File: src/rtl/pe_feeder_pkg.sv
// -----------------------------------------------------------------------------
// pe_feeder_pkg
// Shared definitions for the pe_dot_feeder operand sequencer.
//   state_t    : sequencer states (WARM, IDLE, RUN, DRAIN, DONE)
//   PE_LAT     : cycles between issuing a pair and seeing it in the PE output
//   LAT_CNT_W  : width of the counter that times WARM and DRAIN
//   LAT_LAST   : terminal value of that counter
//   LAT_ONE    : increment constant sized to the counter
// -----------------------------------------------------------------------------
package pe_feeder_pkg;

  localparam int PE_LAT    = 3;
  localparam int LAT_CNT_W = $clog2(PE_LAT);

  localparam logic [LAT_CNT_W-1:0] LAT_LAST = LAT_CNT_W'(PE_LAT - 1);
  localparam logic [LAT_CNT_W-1:0] LAT_ONE  = LAT_CNT_W'(1);

  typedef enum logic [2:0] {
    WARM,   // post-reset settle time, operands held at zero
    IDLE,   // waiting for a job start
    RUN,    // issuing pairs from the operand FIFO
    DRAIN,  // waiting for the last pair to reach the PE output
    DONE    // result presented, waiting for the consumer
  } state_t;

endpackage

File: src/rtl/operand_fifo.sv
// -----------------------------------------------------------------------------
// operand_fifo
// Synchronous FIFO holding {activation, weight} pairs for the sequencer.
// Pointers carry one extra wrap bit so that equal indices can be told apart
// as either empty (same wrap) or full (opposite wrap).
//
// Ports
//   clock    in   rising-edge clock
//   reset    in   synchronous active-high flush
//   push     in   write wr_data (ignored when full)
//   wr_data  in   WIDTH-bit entry
//   pop      in   advance the head (ignored when empty)
//   rd_data  out  head entry, valid whenever empty is low
//   full     out  no free entry
//   empty    out  no stored entry
// -----------------------------------------------------------------------------
module operand_fifo #(
  parameter int WIDTH = 16,
  parameter int DEPTH = 4
) (
  input  logic             clock,
  input  logic             reset,
  input  logic             push,
  input  logic [WIDTH-1:0] wr_data,
  input  logic             pop,
  output logic [WIDTH-1:0] rd_data,
  output logic             full,
  output logic             empty
);

  localparam int AW    = $clog2(DEPTH);
  localparam int PTR_W = AW + 1;

  localparam logic [PTR_W-1:0] PTR_ONE = PTR_W'(1);

  logic [WIDTH-1:0] mem [DEPTH];
  logic [PTR_W-1:0] wr_ptr;
  logic [PTR_W-1:0] rd_ptr;
  logic             do_push;
  logic             do_pop;

  assign do_push = push && !full;
  assign do_pop  = pop && !empty;

  // NOTE: clocked state is updated with non-blocking assignments so every
  // register samples the values from before the edge, independent of the
  // order in which the simulator runs the always_ff blocks.
  always_ff @(posedge clock) begin
    if (reset) begin
      wr_ptr <= '0;
      rd_ptr <= '0;
    end else begin
      if (do_push) wr_ptr <= wr_ptr + PTR_ONE;
      if (do_pop)  rd_ptr <= rd_ptr + PTR_ONE;
    end
  end

  // NOTE: the storage array has no reset; resetting the pointers already
  // makes every entry unreachable, and a reset-free array maps onto plain
  // RAM/register-file cells instead of individually resettable flops.
  always_ff @(posedge clock) begin
    if (do_push && !reset) mem[wr_ptr[AW-1:0]] <= wr_data;
  end

  assign rd_data = mem[rd_ptr[AW-1:0]];
  assign empty   = (wr_ptr == rd_ptr);
  assign full    = (wr_ptr[AW] != rd_ptr[AW]) &&
                   (wr_ptr[AW-1:0] == rd_ptr[AW-1:0]);

endmodule

File: src/rtl/pe_dot_feeder.sv
// -----------------------------------------------------------------------------
// pe_dot_feeder
// Operand sequencer for one MAC processing element. Buffers incoming
// activation/weight pairs, issues a job's worth of them to the PE one per
// cycle (zeros whenever nothing is issued), and returns the job's dot product
// as the PE output after the job minus the PE output before it, so the PE
// accumulator never has to be cleared.
//
// Ports
//   i_clock         in   rising-edge clock
//   i_reset         in   synchronous active-high reset
//   i_start         in   job start, honoured only in IDLE
//   i_len           in   pairs in the job, sampled with i_start
//   i_valid         in   operand pair offered
//   i_activation    in   activation operand
//   i_weight        in   weight operand
//   o_ready         out  operand FIFO has room (low during reset)
//   o_activation    out  registered activation to the PE
//   o_weight        out  registered weight to the PE
//   i_pe_output     in   PE accumulator value
//   o_result        out  dot product of the last completed job
//   o_result_valid  out  result held until i_result_ready
//   i_result_ready  in   consumer accepts the result
//   o_busy          out  high in every state but IDLE
// -----------------------------------------------------------------------------
module pe_dot_feeder
  import pe_feeder_pkg::*;
#(
  parameter int BW    = 8,
  parameter int DEPTH = 4,
  parameter int LEN_W = 8
) (
  input  logic              i_clock,
  input  logic              i_reset,
  input  logic              i_start,
  input  logic [LEN_W-1:0]  i_len,
  input  logic              i_valid,
  input  logic [BW-1:0]     i_activation,
  input  logic [BW-1:0]     i_weight,
  output logic              o_ready,
  output logic [BW-1:0]     o_activation,
  output logic [BW-1:0]     o_weight,
  input  logic [2*BW-1:0]   i_pe_output,
  output logic [2*BW-1:0]   o_result,
  output logic              o_result_valid,
  input  logic              i_result_ready,
  output logic              o_busy
);

  localparam int RW = 2 * BW;

  localparam logic [LEN_W-1:0] LEN_ONE = LEN_W'(1);

  state_t               state;
  state_t               state_next;

  logic [LEN_W-1:0]     remaining;
  logic [LAT_CNT_W-1:0] lat_cnt;
  logic                 lat_done;
  logic [RW-1:0]        base;

  logic                 push;
  logic                 pop;
  logic                 fifo_full;
  logic                 fifo_empty;
  logic [2*BW-1:0]      fifo_rd_data;
  logic [BW-1:0]        fifo_activation;
  logic [BW-1:0]        fifo_weight;

  logic                 start_job;
  logic                 last_issue;

  // ---------------------------------------------------------------------------
  // Operand buffer
  // ---------------------------------------------------------------------------
  operand_fifo #(
    .WIDTH (2 * BW),
    .DEPTH (DEPTH)
  ) u_fifo (
    .clock   (i_clock),
    .reset   (i_reset),
    .push    (push),
    .wr_data ({i_activation, i_weight}),
    .pop     (pop),
    .rd_data (fifo_rd_data),
    .full    (fifo_full),
    .empty   (fifo_empty)
  );

  assign {fifo_activation, fifo_weight} = fifo_rd_data;

  // Shared timer for WARM and DRAIN: both last PE_LAT cycles.
  assign lat_done   = (lat_cnt == LAT_LAST);
  assign start_job  = (state == IDLE) && i_start;
  // The pop that hands out the final pair of the job.
  assign last_issue = pop && (remaining == LEN_ONE);

  // ---------------------------------------------------------------------------
  // FSM: state register
  // ---------------------------------------------------------------------------
  always_ff @(posedge i_clock) begin
    if (i_reset) state <= WARM;
    else         state <= state_next;
  end

  // ---------------------------------------------------------------------------
  // FSM: next-state logic
  // ---------------------------------------------------------------------------
  // NOTE: state_next gets its default before the case so that every path
  // through this block assigns it; a missed path would otherwise infer a latch.
  always_comb begin
    state_next = state;
    case (state)
      WARM:  if (lat_done) state_next = IDLE;
      IDLE: begin
        if (i_start) state_next = (i_len == '0) ? DONE : RUN;
      end
      RUN:   if (last_issue) state_next = DRAIN;
      DRAIN: if (lat_done) state_next = DONE;
      DONE:  if (i_result_ready) state_next = IDLE;
      default: state_next = WARM;
    endcase
  end

  // ---------------------------------------------------------------------------
  // FSM: outputs and FIFO handshake
  // ---------------------------------------------------------------------------
  // o_ready is held low while reset is asserted so nothing is accepted into a
  // FIFO that is being flushed; otherwise it only reflects fullness.
  always_comb begin
    o_ready        = !fifo_full && !i_reset;
    push           = i_valid && !fifo_full && !i_reset;
    pop            = (state == RUN) && !fifo_empty;
    o_busy         = (state != IDLE);
    o_result_valid = (state == DONE);
  end

  // ---------------------------------------------------------------------------
  // WARM / DRAIN timer
  // ---------------------------------------------------------------------------
  // Counts 0..PE_LAT-1 while waiting and rests at zero otherwise, so it is
  // already cleared when RUN hands over to DRAIN.
  always_ff @(posedge i_clock) begin
    if (i_reset) begin
      lat_cnt <= '0;
    end else if ((state == WARM || state == DRAIN) && !lat_done) begin
      lat_cnt <= lat_cnt + LAT_ONE;
    end else begin
      lat_cnt <= '0;
    end
  end

  // ---------------------------------------------------------------------------
  // Job bookkeeping: remaining pair count and the PE baseline
  // ---------------------------------------------------------------------------
  // Bubbles (RUN with an empty FIFO) leave remaining untouched, so a job always
  // issues exactly i_len pairs no matter how the operands trickle in.
  always_ff @(posedge i_clock) begin
    if (i_reset) begin
      remaining <= '0;
      base      <= '0;
    end else if (start_job) begin
      remaining <= i_len;
      base      <= i_pe_output;
    end else if (pop) begin
      remaining <= remaining - LEN_ONE;
    end
  end

  // ---------------------------------------------------------------------------
  // Operand registers to the PE: the popped pair, or zeros
  // ---------------------------------------------------------------------------
  always_ff @(posedge i_clock) begin
    if (i_reset) begin
      o_activation <= '0;
      o_weight     <= '0;
    end else if (pop) begin
      o_activation <= fifo_activation;
      o_weight     <= fifo_weight;
    end else begin
      o_activation <= '0;
      o_weight     <= '0;
    end
  end

  // ---------------------------------------------------------------------------
  // Result register
  // ---------------------------------------------------------------------------
  // On the last DRAIN cycle the final pair has just reached i_pe_output. The
  // modular subtraction is exact even when the accumulator wrapped during the
  // job, since the dot product itself is only kept modulo 2^RW.
  always_ff @(posedge i_clock) begin
    if (i_reset) begin
      o_result <= '0;
    end else if (start_job && (i_len == '0)) begin
      o_result <= '0;
    end else if ((state == DRAIN) && lat_done) begin
      o_result <= i_pe_output - base;
    end
  end

endmodule
File: config.mk
export PLATFORM = sky130hd
export DESIGN_NAME = pe_dot_feeder
export DESIGN_NICKNAME = d
export VERILOG_FILES = /design/src/rtl/pe_feeder_pkg.sv /design/src/rtl/operand_fifo.sv /design/src/rtl/pe_dot_feeder.sv
export SDC_FILE = /design/constraint.sdc
export NUM_CORES = 1
export LEC_CHECK = 0
export CAP_MARGIN = 20
export CORE_MARGIN = 4
export CORE_UTILIZATION = 40
export CTS_BUF_LIST = sky130_fd_sc_hd__clkbuf_16
export CTS_CLUSTER_SIZE = 14
export DETAILED_ROUTE_END_ITERATION = 7
export PLACE_DENSITY = 0.66
export SYNTH_ARGS = -nofsm -noshare
export SYNTH_HDL_FRONTEND = slang
export SYNTH_HIERARCHICAL = 1
export SYNTH_SLANG_ARGS = --single-unit
File: constraint.sdc
create_clock -name i_clock -period 6.2 [get_ports i_clock]
set_input_delay 0.93 -clock i_clock [delete_from_list [all_inputs] [get_ports i_clock]]
set_output_delay 0.93 -clock i_clock [all_outputs]
set_load 0.01 [all_outputs]
---- Word level (Yosys, flattened, before mapping) ----
Memory sizes are Yosys's and may differ from the RTL's. A register that Yosys moved wholly into a read port is not among the register bits.
Index checks and enable logic that the tools add are counted.
cells by class
  add/subtract/negate cells ............... 5
  $mul .................................... 0
  divide/modulo/power cells ............... 0
  $lt $le $gt $ge ......................... 0
  equality and inequality tests ........... 15
  shift operators ......................... 0
  muxes and demuxes ....................... 11
  bitwise operators ....................... 2
  reduce and logical (&&, ||, !) cells .... 25
operators with widths
  cell                                                                    number
  3-bit two-way mux                                                       6
  8-bit two-way mux                                                       2
  16-bit subtractor                                                       1
  3-bit one-hot mux with 5 select lines                                   1
  1-bit logical AND                                                       13
  8-bit by 1-bit equality test with 1-bit output (second input constant)  1
  8-bit zero test                                                         1
  2-bit != test (second input constant)                                   4
  8-bit by 1-bit subtractor with 8-bit output (second input constant)     1
  3-bit by 1-bit adder with 3-bit output (second input constant)          2
  3-bit by 2-bit equality test with 1-bit output (second input constant)  2
  2-bit OR reduction                                                      3
  5-bit AND reduction                                                     1
  1-bit zero test                                                         4
  3-bit by 1-bit equality test with 1-bit output (second input constant)  1
  3-bit equality test                                                     1
  3-bit equality test (second input constant)                             1
  3-bit zero test                                                         1
  3-bit by 1-bit != test with 1-bit output (second input constant)        1
  2-bit by 1-bit adder with 2-bit output (second input constant)          1
  2-bit equality test                                                     1
  2-bit equality test (second input constant)                             1
  1-bit two-way mux                                                       2
  2-bit by 1-bit != test with 1-bit output (second input constant)        1
  other kinds (4)                                                         5
word-level totals
  flip-flop bits (word level) ............. 51
  bits in latches ......................... 0
  RAM bits ................................ 64
  bits in read-only memories .............. 0
  input bits .............................. 45
  output and inout bits ................... 35
  logic and storage cells ................. 66
  memories kept ........................... 1
memories
  memory      depth  bits a word  read ports  clocked after memory_dff  write ports  line                text
  u_fifo.mem  4      16           1           1                         1            operand_fifo.sv:36  logic [WIDTH-1:0] mem [DEPTH];

---- Logic depth before layout (Yosys ltp) ----
  word-level depth ........................ 9
  depth in mapped cells ................... 12
  gate-level depth less buffers ........... 10

---- Modules after synthesis ----
Netlist, hierarchy kept.
by module, submodules not included
  module         instances  cells each  area each (um^2)  sequential area each (um^2)
  pe_dot_feeder  1          398         3149.3            1221.2
  operand_fifo   1          154         2897.8            2082.0

---- Worst setup path after synthesis ----
OpenSTA, ideal clock, no wires.
  kind .................................... in2reg
  from .................................... in i_reset
  to ...................................... mem u_fifo.mem[0][0], enable pin
  setup time .............................. 0.419 ns
  data arrival time ....................... 2.825 ns
  data required time ...................... 5.781 ns
  path slack .............................. 2.955 ns
  stages .................................. 4
  buffers on the path ..................... 0
  cells stage by stage .................... nor2_1 > and2_1 > nand2b_1 > a311oi_1
on the way
  word-level cells in the longest chain between the ends .. 6
ends and longest elaborated chain
  what                                     line                  text
  start, declared                          pe_dot_feeder.sv:34   input logic i_reset,
  1-bit zero test                          pe_dot_feeder.sv:132  push = i_valid && !fifo_full && !i_reset;
  1-bit logical AND                        pe_dot_feeder.sv:132
  net push                                 pe_dot_feeder.sv:62   logic push;
  1-bit logical AND                        operand_fifo.sv:42    assign do_push = push && !full;
  1-bit logical AND                        operand_fifo.sv:62    if (do_push && !reset) mem[wr_ptr[AW-1:0]] <= wr_data;
  1-bit two-way mux                        operand_fifo.sv:62
  1-bit two-way mux (implied by the code)  operand_fifo.sv:62
  end, declared                            operand_fifo.sv:36
The timed path passes the listed nets, and every way through them passes these cells.

---- Worst setup path in the final report ----
  from .................................... in i_reset
  to ...................................... out o_ready
on the way
  word-level cells in the longest chain between the ends .. 2
ends and longest elaborated chain
  what               line                  text
  1-bit zero test    pe_dot_feeder.sv:131  o_ready = !fifo_full && !i_reset;
  1-bit logical AND  pe_dot_feeder.sv:131
  end, declared      pe_dot_feeder.sv:40   output logic o_ready,
Every way passes these cells.

==> reports/qor.yml <==
detailed_routing:
  drt_wl_total_um: 13300
  drt_iter0_drc: 221
  drt-pass1-iter-count: 5
  ant_nets: 0
  detail_route.vias_per_cell: 5.35
  num_vias: 4395
  drcViolationCount: 0
  wire_per_inst_um: 16.2
outcome:
  status: "completed"
setup_path:
  crit_cells: 4
  cpLargestDelayFamily: "buffers and inverters"
  worst-path-buf-inv: 3
  cp_common_cell: "clkdlybuf4s50_1"
  arrival_ns: 2.43
  cp_slowest_cell: "clkdlybuf4s50_1"
  path_class: "input port to output pin"
  slowest_delay_ns: 0.52
  cp-end-kind: "output pin"
  ff2ff_path_depth: 5
  cp_max_fo: 45
  path_cells: "clkdlybuf4s50_1, buf_4, nor2_1, clkdlybuf4s50_1"
  cp-start-kind: "input port"
  worst_ep_required_time_ns: 5.27
layout:
  final_cell_mix: "clkdlybuf4s50_1 (79), dfxtp_1 (69), edfxtp_1 (64)"
  final_common_cell: "clkdlybuf4s50_1"
  seq_area_um2: 3300
  stdcell_count: 821
  fill_cells: 1290
  area_delta_synth_final_pct: 26.0
  nets: 693
  finish.utilization: 0.520
  final_layout_size_suffix_gt1_frac: 0.0895
  multi_input_area_um2: 2480
  diodes: 0
logic_synthesis:
  synthDistinctLibCells: 55
  synth-seq-cells: 133
  synthCells: 552
  synth.avg_cell_area_um2: 11.0
  synth_top_area_cell: "edfxtp_1"
  syn_nets: 621
  ys_seq_area_frac: 0.546
  synth.area.top_cells: "edfxtp_1 (32%), dfxtp_1 (23%), mux4_2 (6.0%), ha_1 (4.8%), a21oi_1 (3.6%)"
  ys.flop_type: "dfxtp_1"
  yosysWarnings: 6
  yosysTopAreaCellShare: 0.318
  async_reset_ff_frac: 0
  synth-edff-count: 64
  syn_area_um2: 6050
pwr:
  power_leakage_uw: 0.00267
  ir_worst_vdd_mv: 0.201
  p_int_uw: 1820
  power_density_nw_per_um2: 327
  p_comb_frac: 0.151
  p_sw_frac: 0.270
  finalPower_uw: 2490
  pwr-share-clk: 0.446
  switchingPower_uw: 672
  seqPwrFrac: 0.403
floorplan:
  start_util: 0.413
  fp-row-count: 44
  core_area_um2: 14600
  die_area_um2: 17100
  fp.dieW_um: 131
  io-pin-count: 80
  die_h_um: 131
clock_tree:
  cts_max_level: 4
  cts_buffers: 17
  clkTransAtPathRegs_ns: 0.06
  post_cts_buffers: 0
  cts_num_sinks: 133
  ctsResizeCount: 0
  root_buffer: "clkbuf_16"
  insertion_delay_ns: 0.42
  tritoncts: "done"
  hold_buffers: 0
  clockBufferDepth: 2
placed_design:
  port_buffers: 79
  place_inst: 788
  hpwl_um: 9220
  gp_congestion: 0.871
timing:
  finalCritPeriodShare: 0.542
  fin_worst_skew_ns: 0.0100
  rsz0062_at_grt: "no"
  fmax_mhz: 297
  drv_slew: 0
  setup_viol_count_final: 0
  fin_tns_setup_ns: 0
  relSlewSlack: 0.349
  period_minus_slack_ns: 3.36
  tightest_slew_ns: 0.972
  hold_viol: 0
hold_path:
  hp-class: "flip-flop to flip-flop"
  hold_depth: 1
grt:
  grt_max_degree: 46
  grt_util_all_layers: 0.162
  antenna_found_initial: 1
  grt_pass1_wl_um: 21900
  grt_pass1_vias: 4406
  grt_overflow: 0
run:
  maxCapViolations: 0
[synth_stat cells (all sizes together), types with 5 or more instances]
| library cell | n |
|---|---|
| a21oi | 43 |
| a211oi | 5 |
| o21ai | 23 |
| ha | 23 |
| nor2 | 31 |
| nor3 | 12 |
| inv | 29 |
| or3 | 6 |
| dfxtp | 69 |
| xnor2 | 5 |
| a31oi | 8 |
| nor3b | 5 |
| and3 | 7 |
| o211ai | 7 |
| xor2 | 6 |
| clkbuf | 22 |
| a21o | 5 |
| and2 | 23 |
| edfxtp | 64 |
| nand2 | 58 |
| nand3 | 18 |
| mux4 | 16 |
| nand2b | 5 |
| buf | 7 |
[power by group through the flow]
stage / clock, µW / combinational, µW / sequential [µW]
finish: 1110 / 377 / 1000
global route: 1170 / 424 / 1010
CTS: 1130 / 370 / 1010
detailed placement: 0 / 366 / 1030
global placement: 0 / 357 / 1020
floorplan: 0 / 280 / 1000
[path summary, 6_finish.rpt]
check,end,from,slack (ns)
setup reg to reg,o_result[11],state[0],3.22
hold reg to reg,lat_cnt[0],lat_cnt[0],0.41
hold / removal,lat_cnt[0],lat_cnt[0],0.41
setup / recovery,o_ready,i_reset,2.84
[state kept, by name, indices dropped and copies added, names as in the netlist, named ones only]
signal,count
o_weight,8
u_fifo/wr_ptr,3
remaining,8
o_activation,8
base,16
u_fifo/rd_ptr,3
state,3
lat_cnt,2
u_fifo/mem,64
o_result,16
[kinds of logic after synthesis]
| kind of cell | share of synthesized area |
|---|---|
| flip-flops | 0.546 |
| adder cells (fa/ha/maj) | 0.0509 |
| multiplexers | 0.0662 |
| AND/OR/NAND/NOR | 0.154 |
| XOR/XNOR | 0.0159 |
| buffers and inverters | 0.0441 |
| AO/OA/AOI/OAI | 0.123 |
[routing by layer]
metal	track usage	up-vias	routed length [µm]
met5	0	-	12
met4	0.0502	2	165
met3	0.0492	15	769
met2	0.257	125	6330
met1	0.215	2094	6020
li1	-	2159	-
[cell type report]
type | count | share of cell area
sequential | 133 | 0.433
multi-input combinational | 361 | 0.326
timing repair buffer | 82 | 0.109
clock buffer | 17 | 0.0558
clock inverter | 15 | 0.0302
tap | 184 | 0.0302
inverter | 29 | 0.0149
[per-stage QoR]
step / hold slack, ns / setup slack [ns] / area [µm²]
2_1_floorplan: 0.391 / 2.96 / 6050
3_3_place_gp: 0.401 / 2.76 / 6940
3_5_place_dp: 0.405 / 2.70 / 6940
4_1_cts: 0.415 / 2.84 / 7590
5_1_grt: 0.440 / 2.73 / 7620
6_report: 0.412 / 2.84 / 7620
(Power assumes the default switching activity.)
